## config.mk

```make
export PLATFORM = sky130hd
export DESIGN_NAME = bus_hub_n
export DESIGN_NICKNAME = d
export VERILOG_FILES = /design/src/rtl/bus_hub_n.sv
export SDC_FILE = /design/constraint.sdc
export NUM_CORES = 1
export LEC_CHECK = 0
export ABC_AREA = 1
export CORE_AREA = 4 4 199 201
export DETAILED_ROUTE_END_ITERATION = 10
export DIE_AREA = 0 0 203 205
export HOLD_SLACK_MARGIN = 0.05
export PLACE_DENSITY_LB_ADDON = 0.3
export SYNTH_ARGS = -nofsm -noshare
export SYNTH_HDL_FRONTEND = slang
export SYNTH_SLANG_ARGS = --single-unit
```

## constraint.sdc

```tcl
create_clock -name clk -period 14 [get_ports clk]
set_clock_uncertainty 0.15 [all_clocks]
set_input_delay 2.8 -clock clk [delete_from_list [all_inputs] [get_ports clk]]
set_output_delay 2.8 -clock clk [all_outputs]
set_load 0.01 [all_outputs]
```

## src/rtl/bus_hub_n.sv

```systemverilog
// Registered host-to-N-device hub: decodes the host address against per-device
// base/mask windows, holds the selected device's strobe until it answers or times out.

module bus_hub_n_lane #(
    parameter int ADDR_W = 32
) (
    input  logic [ADDR_W-1:0] addr,
    input  logic [ADDR_W-1:0] base,
    input  logic [ADDR_W-1:0] mask,
    input  logic              active,
    input  logic              sel,
    input  logic              wr,
    output logic              match,
    output logic              ren,
    output logic              wen
);
    assign match = (addr & mask) == base;
    assign ren   = active & sel & ~wr;
    assign wen   = active & sel & wr;
endmodule

module bus_hub_n #(
    parameter int NUM_DEVICES = 4,
    parameter int ADDR_W      = 32,
    parameter int DATA_W      = 32,
    parameter logic [NUM_DEVICES*ADDR_W-1:0] DEV_BASE = '0,
    parameter logic [NUM_DEVICES*ADDR_W-1:0] DEV_MASK = '0,
    parameter int TIMEOUT_CYCLES = 255
) (
    input  logic                            clk,
    input  logic                            rst,
    input  logic [ADDR_W-1:0]               host_address,
    input  logic [DATA_W-1:0]               host_data_write,
    input  logic [DATA_W/8-1:0]             host_write_mask,
    input  logic                            host_ren,
    input  logic                            host_wen,
    output logic [DATA_W-1:0]               host_data_read,
    output logic                            host_ready,
    output logic                            host_error,
    output logic [NUM_DEVICES*ADDR_W-1:0]   device_address,
    output logic [NUM_DEVICES*DATA_W-1:0]   device_data_write,
    output logic [NUM_DEVICES*DATA_W/8-1:0] device_write_mask,
    output logic [NUM_DEVICES-1:0]          device_ren,
    output logic [NUM_DEVICES-1:0]          device_wen,
    input  logic [NUM_DEVICES-1:0]          device_ready,
    input  logic [NUM_DEVICES*DATA_W-1:0]   device_data_read
);
    localparam int SEL_W = (NUM_DEVICES > 1) ? $clog2(NUM_DEVICES) : 1;
    localparam logic [31:0] TO_LAST = 32'(TIMEOUT_CYCLES - 1);

    typedef enum logic [1:0] {IDLE, ACCESS, RESPOND} state_t;

    typedef struct packed {
        logic [ADDR_W-1:0]   addr;
        logic [DATA_W-1:0]   wdata;
        logic [DATA_W/8-1:0] mask;
        logic                wr;
        logic [SEL_W-1:0]    sel;
    } req_t;

    state_t              state, state_d;
    req_t                req, req_d;
    logic [31:0]         cnt, cnt_d;
    logic [DATA_W-1:0]   resp_data, resp_data_d;
    logic                resp_err, resp_err_d;

    logic [NUM_DEVICES-1:0]             match;
    logic [NUM_DEVICES-1:0][DATA_W-1:0] rd_lane;
    logic                               hit;
    logic [SEL_W-1:0]                   hit_sel;

    for (genvar i = 0; i < NUM_DEVICES; i++) begin : g_lane
        bus_hub_n_lane #(.ADDR_W(ADDR_W)) u_lane (
            .addr   (host_address),
            .base   (DEV_BASE[i*ADDR_W +: ADDR_W]),
            .mask   (DEV_MASK[i*ADDR_W +: ADDR_W]),
            .active (state == ACCESS),
            .sel    (req.sel == SEL_W'(i)),
            .wr     (req.wr),
            .match  (match[i]),
            .ren    (device_ren[i]),
            .wen    (device_wen[i])
        );
        assign rd_lane[i] = device_data_read[i*DATA_W +: DATA_W];
    end

    // Scan high-to-low so the lowest matching index ends up selected.
    always_comb begin
        hit     = 1'b0;
        hit_sel = '0;
        for (int i = NUM_DEVICES - 1; i >= 0; i--) begin
            if (match[i]) begin
                hit     = 1'b1;
                hit_sel = SEL_W'(i);
            end
        end
    end

    always_comb begin
        state_d     = state;
        req_d       = req;
        cnt_d       = cnt;
        resp_data_d = resp_data;
        resp_err_d  = resp_err;
        case (state)
            IDLE: begin
                if (host_ren || host_wen) begin
                    req_d.addr  = host_address;
                    req_d.wdata = host_data_write;
                    req_d.mask  = host_write_mask;
                    req_d.wr    = host_wen;
                    req_d.sel   = hit_sel;
                    if (hit) begin
                        state_d = ACCESS;
                        cnt_d   = '0;
                    end else begin
                        state_d     = RESPOND;
                        resp_err_d  = 1'b1;
                        resp_data_d = '0;
                    end
                end
            end
            ACCESS: begin
                // Ready is checked first so it beats a coincident timeout.
                if (device_ready[req.sel]) begin
                    state_d     = RESPOND;
                    resp_err_d  = 1'b0;
                    resp_data_d = req.wr ? '0 : rd_lane[req.sel];
                end else if (TIMEOUT_CYCLES != 0 && cnt == TO_LAST) begin
                    state_d     = RESPOND;
                    resp_err_d  = 1'b1;
                    resp_data_d = '0;
                end else begin
                    cnt_d = cnt + 32'd1;
                end
            end
            RESPOND: state_d = IDLE;
            default: state_d = IDLE;
        endcase
    end

    always_ff @(posedge clk or posedge rst) begin
        if (rst) begin
            state     <= IDLE;
            req       <= '0;
            cnt       <= '0;
            resp_data <= '0;
            resp_err  <= 1'b0;
        end else begin
            state     <= state_d;
            req       <= req_d;
            cnt       <= cnt_d;
            resp_data <= resp_data_d;
            resp_err  <= resp_err_d;
        end
    end

    assign host_ready     = (state == RESPOND);
    assign host_error     = host_ready & resp_err;
    assign host_data_read = host_ready ? resp_data : '0;

    assign device_address    = {NUM_DEVICES{req.addr}};
    assign device_data_write = {NUM_DEVICES{req.wdata}};
    assign device_write_mask = {NUM_DEVICES{req.mask}};
endmodule

```

### After elaboration in Yosys (flattened, before gate mapping)

Index checks and enable logic that the tools add are counted.

| word-level totals | value |
|---|---|
| bits in registers | 136 |
| input bits | 204 |
| output and inout bits | 314 |

| operators by class | value |
|---|---|
| add/subtract/negate cells | 1 |
| equal/unequal tests | 7 |
| mux-type cells | 14 |
| bitwise operators | 4 |
| reductions and logical operators | 8 |

Operator list:

| cell | number |
|---|---|
| 32-bit two-way mux | 7 |
| 32-bit case mux with 2 select lines | 1 |
| 32-bit by 1-bit adder with 32-bit output (second input constant) | 1 |
| 32-bit by 8-bit equality test with 1-bit output (second input constant) | 1 |
| 2-bit two-way mux | 3 |
| 2-bit != test (second input constant) | 3 |
| 2-bit AND reduction | 3 |
| 2-bit case mux with 2 select lines | 1 |
| 4-bit AND reduction | 1 |
| 2-bit nonzero test | 2 |
| 1-bit bitwise AND | 3 |
| 3-bit != test (second input constant) | 1 |
| 2-bit by 1-bit equality test with 1-bit output (second input constant) | 1 |
| 2-bit equality test (second input constant) | 1 |
| 2-bit logical NOT | 1 |
| 1-bit two-way mux | 2 |
| 1-bit logical OR | 1 |
| 1-bit NOT | 1 |

### Longest topological paths before layout

Gate-level depths: netlist (run 1).

| logic depth | value |
|---|---|
| depth in word-level cells | 4 |
| gate-level depth with buffers | 11 |
| depth with buffers taken out | 11 |

### Modules after synthesis

Synthesis (run 1) repeated with hierarchy kept, for this count alone.

| unflattened totals | value |
|---|---|
| cell total of the unflattened synthesis | 2067 |
| area, all modules | 12558.3 µm² |

By module, submodules not included:

| module | instances | cells each | area each (µm²) | seq. area each (µm²) |
|---|---|---|---|---|
| bus_hub_n | 1 | 1351 | 9550.4 | 3453.3 |
| bus_hub_n_lane | 4 | 179 | 752.0 | 0.0 |

### Least setup slack after synthesis (run 1)

No wires, ideal clock.

| timing path | value |
|---|---|
| path type | input to register |
| from | in host_wen |
| to | reg req, in the netlist device_address[0] |
| library setup time | 0.125 ns |
| data arrival time | 3.787 ns |
| data required time | 13.725 ns |
| setup slack | 9.938 ns |
| stages on the path | 4 |
| buffers on the path | 2 |
| cells stage by stage | o211ai_1 -> buf_2 -> buf_2 -> mux2_2 |

| between the ends | value |
|---|---|
| longest elaborated chain between the ends | 2 |

RTL lines:

| what | RTL line | text |
|---|---|---|
| from (decl) | 36 | `input logic host_wen,` |
| 1-bit logical OR | 107 | `if (host_ren \|\| host_wen) begin` |
| 2-bit AND reduction (no source line) | - |  |
| to (signal assigned) | 151 | `req <= req_d;` |
| to (decl) | 62 | `req_t req, req_d;` |

Every way passes these cells.
A chain may end at the register's enable or synchronous reset.

### Final worst setup path (run 1)

| timing path | value |
|---|---|
| from | reg state[1] |
| to | out host_data_read[0] |

| between the ends | value |
|---|---|
| longest elaborated chain between the ends | 2 |

RTL lines:

| what | RTL line | text |
|---|---|---|
| from (decl) | 61 | `state_t state, state_d;` |
| from (signal assigned) | 150 | `state <= state_d;` |
| 2-bit equality test | 158 | `assign host_ready = (state == RESPOND);` |
| 32-bit two-way mux | 160 | `assign host_data_read = host_ready ? resp_data : '0;` |
| to (decl) | 37 | `output logic [DATA_W-1:0] host_data_read,` |

Every way passes these cells.

==> reports/qor.yml, run 1 <==
critical_path:
  crit_required_ns: 11.05
  cpPeakStageDelay_ns: 0.76
  r2r_setup_slack_ns: 11.30
  worstPathMaxFanout: 33
  crit_buf_inv: 3
  end_kind: "output port"
  crit_family: "buffers and inverters"
  worst_path_max_delay_cell: "inv_1"
  critPathLaunchType: "register"
  crit_chain: "inv_1, nor2_1, inv_1, nor2_1, clkdlybuf4s50_1"
  path_class: "reg2out"
  arrival_ns: 2.44
synth:
  seq_area_frac_synth_pct: 42.21
  ys.warnings.count: 0
  yosys.area.top_type: "dfrtp_1"
  synth_xor_area_share_pct: 0.6518
  synthAdderAreaFrac_pct: 0.3104
  ys_ff_latch: 136
  avgSynthCellArea_um2: 8.469
  synthDominantCellAreaShare_pct: 42.21
  synth_compound_area_share_pct: 2.778
  netlist_area_um2: 8063
  synth_top_family_by_area: "buffers and inverters"
  async_flop_share_pct: 100.0
  synthTopCellsByArea: "dfrtp_1 (42%), buf_4 (20%), mux2_2 (9.6%), nand2_1 (9.1%), nor2_1 (6.3%)"
  synth_edf_count: 0
  yosysMostFrequentCell: "buf_4"
  synth_commonest_cells: "buf_4 (218), nand2_1 (196), dfrtp_1 (136)"
  synth.distinct_cells: 32
  synthFlopType: "dfrtp_1"
  synthMuxAreaShare_pct: 9.637
  synthSimpleGateAreaFrac_pct: 19.23
  synth_cells: 952
status:
  outcome: "completed"
floorplan:
  die-area_um2: 41620
  fp.dieH_um: 205
  io_pins: 518
  initial_core_util_pct: 21.46
  die_w_um: 203
  rows: 71
  coreArea_um2: 37580
clock_tree:
  clk_latency_ns: 0.43
  cts_buffers: 17
  cts_tree: "built"
  numClockSinks: 136
  path_clk_slew_ns: 0.06
  postCtsSetupBuffers: 0
  ctsResizeCount: 0
  cts_max_path_buffers: 2
  htreeDepth: 4
  root_buffer: "clkbuf_16"
  ctsHoldBuffers: 0
min_path:
  worstHoldPathType: "reg2reg"
sta:
  fmax_ghz: 0.1854
  finalSetupTns_ns: 0
  period_needed_ns: 5.394
  drv_slew: 0
  final-setup-viol-count: 0
  post-route-period-util_pct: 38.53
  hold_viol_final: 0
  rsz0062_at_grt: "no"
  setup_ws_ns: 8.606
  relSlewSlack_pct: 29.39
  worst_slew_pin_slew_ns: 1.058
final_layout:
  layout-drive-gt1-share_pct: 10.21
  nFillCells: 3980
  post-route-util_pct: 31.34
  seqCellArea_um2: 3403
  area_growth_pct: 46.04
  multi_input_comb_area_um2: 2654
  final_net_count: 1358
  finalInstanceArea_um2: 11780
drt:
  via_per_inst: 3.889
  antenna_left: 0
  wl_per_cell_um: 17.00
  vias: 6561
  drc: 0
  drtIter0Drc: 332
  first_pass_iters: 5
  wirelength_um: 28670
pwr:
  ir_drop_mv: 0.07933
  p_leak_nw: 4.855
  p_per_area_nw_per_um2: 223.0
placement:
  place_area_um2: 11130
  preCtsSetupSlack_ns: 8.318
  numPortBuffers: 412
  hpwl_um: 22800
  gp_congestion: 0.8416
global_route:
  grt_antenna_before_repair: 26
  grt-ovfl-total: 0
  grt_first_pass_wirelength_um: 40390
  grt_max_degree: 88
  first_global_vias: 6243
  grtUsageTotal_pct: 12.96
job:
  cap_violations: 0
## registers in the layout, summed over array words and instances, names as in the netlist
| signal | count |
|---|---|
| cnt | 32 |
| device_address | 32 |
| device_data_write | 32 |
| device_write_mask | 4 |
| req | 1 |
| resp_data | 32 |
| resp_err | 1 |
| state | 2 |
## power breakdown
| group | leakage (nW) | total, mW | internal [mW] | switching, mW |
|---|---|---|---|---|
| logic | 2.85 | 1.44 | 0.849 | 0.593 |
| registers | 1.71 | 0.710 | 0.541 | 0.169 |
| clock network | 0.300 | 0.474 | 0.284 | 0.190 |
| total | 4.86 | 2.63 | 1.67 | 0.952 |
## tightest hold or removal path: cells and delay by family (launching register included)
family / cells / cell delay, ns
AOI/OAI and AO/OA: 1 / 0.11
buffers and inverters: 1 / 0.05
DFF: 1 / 0.32
## cells by family (layout without fill, tap and decap cells)
logic type | after synthesis | in the layout
other | 1 | 17
DFF | 136 | 136
muxes | 69 | 69
and+or+nand+nor | 383 | 383
AOI/OAI and AO/OA | 43 | 43
buffers and inverters | 312 | 520
adders and majority gates | 2 | 2
xor gates and xnor gates | 6 | 6
## per-layer routing
metal	GRT usage [%]	up-vias	share of wire [%]
met5	0	-	0
met4	7.129	0	3.4
met3	3.024	56	5.7
met2	25.45	268	58
met1	12.32	3082	33
li1	-	3155	-
## path summary, 6_finish.rpt
check | startpoint | to | depth (start not counted)
setup / recovery | state[1] | host_data_read[0] | 5
hold / removal | resp_data[30] | resp_data[30] | 2
setup reg to reg | state[1] | cnt[30] | 7
hold reg to reg | resp_data[30] | resp_data[30] | 2
max in group asynchronous | rst | cnt[18] | 3
min in group asynchronous | rst | device_address[12] | 2
## stage by stage
step	cells	total power [mW]	hold WS, ns
4_1_cts	1676	2.675	0.3766
5_1_grt	1686	2.773	0.3951
6_report	1687	2.626	0.3692
2_1_floorplan	957	1.618	0.3364
3_3_place_gp	1644	2.174	0.3500
3_5_place_dp	1644	2.192	0.3591
## final cells by class
cell class / count / area share [%]
diodes: 11 / 0.2338
clock inverters: 15 / 1.636
clock buffers: 17 / 3.613
flip-flops and latches: 136 / 28.90
well taps: 511 / 5.430
inverters: 71 / 2.306
repair buffers: 417 / 35.34
multi-input cells: 509 / 22.54
## placed cells by master (no fill, tap or decap), types with 11 or more instances in the layout
cell             synthesis  layout
inv_1                   69      68
diode_2                  0      11
clkdlybuf4s50_1          0     412
dfrtp_1                136     136
mux2_2                  69      69
clkbuf_16                0      17
nand2_1                196     196
nand3_1                 35      35
o21ai_1                 15      15
o21ai_0                 20      20
nor2_1                 135     134
Power figures use the tool's default switching activity.
==> run 2, diff against run 1 <==
Clock period 14 ns to 4.45 ns, I/O delays scaled along.
==> reports/qor.yml, run 2 (synthesized netlist as in run 1, its figures left out) <==
drt:
  drc: 0  # unchanged
  via_per_inst: 3.854  # -0.91%
  antenna_left: 0  # unchanged
  wl_per_cell_um: 16.32  # -4.0%
  vias: 6490  # -1.1%
  first_pass_iters: 4  # -1
  wirelength_um: 27480  # -4.2%
  drtIter0Drc: 419  # +26%
floorplan:
  rows: 71  # unchanged
  die_w_um: 203  # unchanged
  initial_core_util_pct: 21.46  # unchanged
  coreArea_um2: 37580  # unchanged
  fp.dieH_um: 205  # unchanged
  io_pins: 518  # unchanged
  die-area_um2: 41620  # unchanged
sta:
  hold_slack_ns: 0.3656  # -0.003558 ns
  rsz0062_at_grt: "no"
  fmax_ghz: 0.3044
  period_needed_ns: 3.286
  finalSetupTns_ns: 0  # unchanged
  hold_viol_final: 0  # unchanged
  relSlewSlack_pct: 43.68  # +14 points
  final-setup-viol-count: 0  # unchanged
  worst_slew_pin_slew_ns: 0.8410  # -0.2170 ns
  post-route-period-util_pct: 73.83
  drv_slew: 0  # unchanged
final_layout:
  final_net_count: 1361  # +0.22%
  final_common_cell: "clkdlybuf4s50_1"
  most-common-layout-cells: "clkdlybuf4s50_1 (412), nand2_1 (196), dfrtp_1 (136)"
  nFillCells: 3919  # -1.5%
  multi_input_comb_area_um2: 2658  # +0.14%
  post-route-util_pct: 31.51  # +0.17 points
  area_growth_pct: 46.85
  layout-drive-gt1-share_pct: 10.27  # +0.059 points
  seqCellArea_um2: 3403  # unchanged
clock_tree:
  path_clk_slew_ns: 0.06  # about the same
  root_buffer: "clkbuf_16"
  htreeDepth: 4  # unchanged
  cts_buffers: 17  # unchanged
  postCtsSetupBuffers: 0  # unchanged
  cts_tree: "built"
  ctsHoldBuffers: 0  # unchanged
  cts_max_path_buffers: 2  # unchanged
  numClockSinks: 136  # unchanged
  clk_latency_ns: 0.42  # about the same
  ctsResizeCount: 0  # unchanged
critical_path:
  worst_r2r_endpoint: "cnt[23]"
  r2r_cells: 9  # +2
  path_class: "reg2out"
  crit_required_ns: 3.41  # -7.64 ns
  r2r_setup_slack_ns: 2.11  # -9.19 ns
  regToRegStartpoint: "state[0]"
  critPathLaunchType: "register"
  worstPathMaxFanout: 18  # -45%
  arrival_ns: 2.25  # -0.19 ns
  end_kind: "output port"
global_route:
  grt_antenna_before_repair: 10  # -62%
  grt-ovfl-total: 0  # unchanged
  grt_first_pass_wirelength_um: 39900  # -1.2%
  grtUsageTotal_pct: 12.53  # -0.43 points
  grt_max_degree: 121  # +38%
  first_global_vias: 6396  # +2.5%
pwr:
  clkPwrFrac_pct: 18.4  # +0.4 points
  p_int_mw: 5.365  # +220%
  sequentialPowerShare_pct: 26.9  # about the same
  p_leak_nw: 4.885  # +0.62%
  p_per_area_nw_per_um2: 708.0  # +220%
  power_switching_mw: 3.018  # +220%
  total_power_mw: 8.382  # +220%
  power_frac_comb_pct: 54.7  # -0.2 points
  ir_drop_mv: 0.2544  # +220%
  netSwitchingFraction_pct: 36.00  # -0.27 points
placement:
  gp_congestion: 0.7981  # -5.2%
  numPortBuffers: 412  # unchanged
  hpwl_um: 21530  # -5.6%
job:
  cap_violations: 0  # unchanged
min_path:
  holdPathEnd: "resp_data[9]"
  min_from: "resp_data[9]"
  worstHoldPathType: "reg2reg"
  hold_path_depth: 2  # unchanged
status:
  outcome: "completed"
==> run 2: changes by cell type in the layout (fill, tap and decap cells not counted), sizes merged <==
cell      before  now
buf            5    8
bufinv         3    4
clkbuf        17   19
clkinv         7    5
clkinvlp       1    3
diode         11    5
inv           75   72
==> run 2: power groups by stage <==
stage	registers (mW)	clock network, mW	logic (mW)
final	2.25	1.54	4.59
after global routing	2.35	1.64	4.84
after CTS	2.28	1.60	4.67
after detailed placement	2.30	0	4.66
after global placement	2.27	0	4.65
after floorplan	2.24	0	2.85
==> run 2: final cells by class <==
class                   instances  share of cell area [%]
repair buffers                420                   35.65
clock inverters                13                   1.627
well taps                     511                   5.400
inverters                      71                   2.283
clock buffers                  19                   3.741
diodes                          5                  0.1057
multi-input cells             509                   22.45
flip-flops and latches        136                   28.74
==> run 2: metrics by stage <==
stage	instance area, um2	cells	worst slack [ns]
final	11840	1684	1.164
after global routing	11830	1681	1.002
after CTS	11830	1679	1.111
after detailed placement	11190	1647	1.324
after global placement	11190	1647	1.315
after floorplan	8085	957	1.717
==> run 2: worst max-delay path by stage <==
stage                        start            endpoint  slack, ns
final                     state[1]  host_data_read[11]       1.16
after global routing      state[1]          host_error       1.00
after CTS                 state[1]          host_error       1.11
after detailed placement  host_wen  device_address[27]       1.32
after global placement    host_wen  device_address[24]       1.32
after floorplan                rst              cnt[0]       1.72
==> run 2: layer usage <==
metal	part of all wire, %	track usage (%)	vias up
met4	2.2	3.734	0
met5	0	0	-
li1	-	-	3157
met2	56	24.61	227
met3	6.0	3.071	38
met1	35	13.10	3068
==> run 2: worst max-delay path: stages (launching register included) <==
cell             delay [ns]
dfrtp_1                0.37
inv_1                  0.07
nor2_1                 0.05
inv_1                  0.39
buf_4                  0.35
nor2_1                 0.07
clkdlybuf4s50_1        0.52
==> run 3, diff against run 2 <==
Clock period 4.45 ns to 3.35 ns, I/O delays scaled along.
==> reports/qor.yml, run 3 (synthesized netlist as in run 1, its figures left out) <==
critical_path:
  end_kind: "output port"
  regToRegStartpoint: "cnt[7]"
  worstPathMaxFanout: 33  # +15
  crit_required_ns: 2.53  # -0.88 ns
  arrival_ns: 2.37  # +0.12 ns
  r2r_cells: 9  # unchanged
  crit_end: "host_data_read[11]"
  path_class: "reg2out"
  critPathLaunchType: "register"
  r2r_setup_slack_ns: 1.17  # -0.94 ns
  worst_r2r_endpoint: "cnt[18]"
  startpoint: "state[1]"
global_route:
  grt_first_pass_wirelength_um: 39250  # -1.6%
  grtUsageTotal_pct: 12.32  # -0.21 points
  grt_antenna_before_repair: 12  # +2
  first_global_vias: 6276  # -1.9%
  grt-ovfl-total: 0  # unchanged
  grt_max_degree: 59  # -51%
clock_tree:
  cts_max_path_buffers: 2  # unchanged
  htreeDepth: 4  # unchanged
  cts_tree: "built"
  ctsResizeCount: 0  # unchanged
  numClockSinks: 136  # unchanged
  root_buffer: "clkbuf_16"
  path_clk_slew_ns: 0.06  # about the same
  cts_buffers: 17  # unchanged
  clk_latency_ns: 0.42  # about the same
sta:
  relSlewSlack_pct: 26.68  # -17 points
  hold_slack_ns: 0.3748  # +0.009223 ns
  final-setup-viol-count: 0  # unchanged
  hold_viol_final: 0  # unchanged
  rsz0062_at_grt: "yes"
  post-route-period-util_pct: 95.14
  finalSetupTns_ns: 0  # unchanged
  worst_slew_pin_slew_ns: 1.099  # +0.2576 ns
  drv_slew: 0  # unchanged
  fmax_ghz: 0.3138
  period_needed_ns: 3.187
drt:
  drtIter0Drc: 249  # -41%
  vias: 6508  # +0.28%
  wirelength_um: 27210  # -0.97%
  first_pass_iters: 4  # unchanged
  antenna_left: 0  # unchanged
  dr_wl_met3_um: 1666  # +0.60%
  dr_wl_met2_um: 15530  # about the same
  drc: 0  # unchanged
  highest_layer: "met4"
  via_per_inst: 3.862  # +0.22%
  wl_per_cell_um: 16.15  # -1.0%
  wl_met1_um: 9556  # -1.3%
floorplan:
  rows: 71  # unchanged
  coreArea_um2: 37580  # unchanged
  io_pins: 518  # unchanged
  die_w_um: 203  # unchanged
  fp.dieH_um: 205  # unchanged
  die-area_um2: 41620  # unchanged
  initial_core_util_pct: 21.46  # unchanged
final_layout:
  post-route-util_pct: 31.46  # -0.053 points
  final_common_cell: "clkdlybuf4s50_1"
  most-common-layout-cells: "clkdlybuf4s50_1 (412), nand2_1 (196), dfrtp_1 (136)"
  final_net_count: 1361  # unchanged
  layout-drive-gt1-share_pct: 10.28  # about the same
  area_growth_pct: 46.60
placement:
  hpwl_um: 21590  # +0.26%
  gp_congestion: 0.8103  # +1.5%
  numPortBuffers: 412  # unchanged
pwr:
  p_per_area_nw_per_um2: 931.2  # +32%
  ir_drop_mv: 0.3462  # +36%
  p_leak_nw: 4.868  # -0.35%
status:
  outcome: "completed"
job:
  cap_violations: 0  # unchanged
min_path:
  worstHoldPathType: "reg2reg"
## run 3: cell types whose count changed in the layout (fill, tap and decap cells not counted), sizes merged
cell      delta
clkinv       -2
clkinvlp     +2
clkbuf       -1
diode        +2
inv          +1
bufinv       -1
## run 3: critical path, cell delays in order, from the launching register on
cell             delay, ns
dfrtp_1               0.38
inv_1                 0.08
nor2_1                0.05
inv_1                 0.79
nor2_1                0.10
clkdlybuf4s50_1       0.55
## run 3: routing by layer
| layer | vias to the layer above | GRT usage [%] |
|---|---|---|
| li1 | 3158 | - |
| met1 | 3110 | 12.91 |
| met2 | 212 | 24.38 |
| met3 | 28 | 2.960 |
| met4 | 0 | 3.322 |
| met5 | - | 0 |
## run 3: worst min path at each step
| stage | cells after the start | slack [ns] | to | from |
|---|---|---|---|---|
| after floorplan | 2 | 0.34 | resp_data[11] | resp_data[11] |
| after global placement | 2 | 0.35 | resp_data[1] | resp_data[1] |
| after detailed placement | 2 | 0.36 | resp_data[11] | resp_data[11] |
| after CTS | 2 | 0.38 | resp_data[31] | resp_data[31] |
| after global routing | 2 | 0.39 | resp_data[11] | resp_data[11] |
| final | 2 | 0.37 | resp_data[11] | resp_data[11] |
## run 3: area by class of cell
type / count / area [um2]
timing repair buffer: 420 / 4222
antenna: 7 / 17.52
tap: 511 / 639.4
clock buffer: 18 / 439.2
fill: 3926 / 25760
sequential: 136 / 3403
clock inverter: 13 / 171.4
multi-input combinational: 509 / 2658
inverter: 71 / 270.3
## run 3: report_power, final
group | switching (mW) | leakage [nW] | internal (mW)
registers | 0.727 | 1.71 | 2.26
clock network | 0.769 | 0.287 | 1.20
logic | 2.48 | 2.87 | 3.57
## run 3: timing repair
action | CTS | global route
hold buffers | 0 | 0
endpoints found under the setup margin | 0 | 33
setup buffers | 0 | 0
## run 3: stage by stage
stage	area, um2	cells	setup WS (ns)	power [mW]
after floorplan	8085	957	0.8369	6.762
after global placement	11190	1647	0.5396	9.155
after detailed placement	11190	1647	0.5162	9.213
after CTS	11800	1678	0.07259	11.23
after global routing	11810	1679	-0.1158	11.63
final	11820	1685	0.1629	11.01
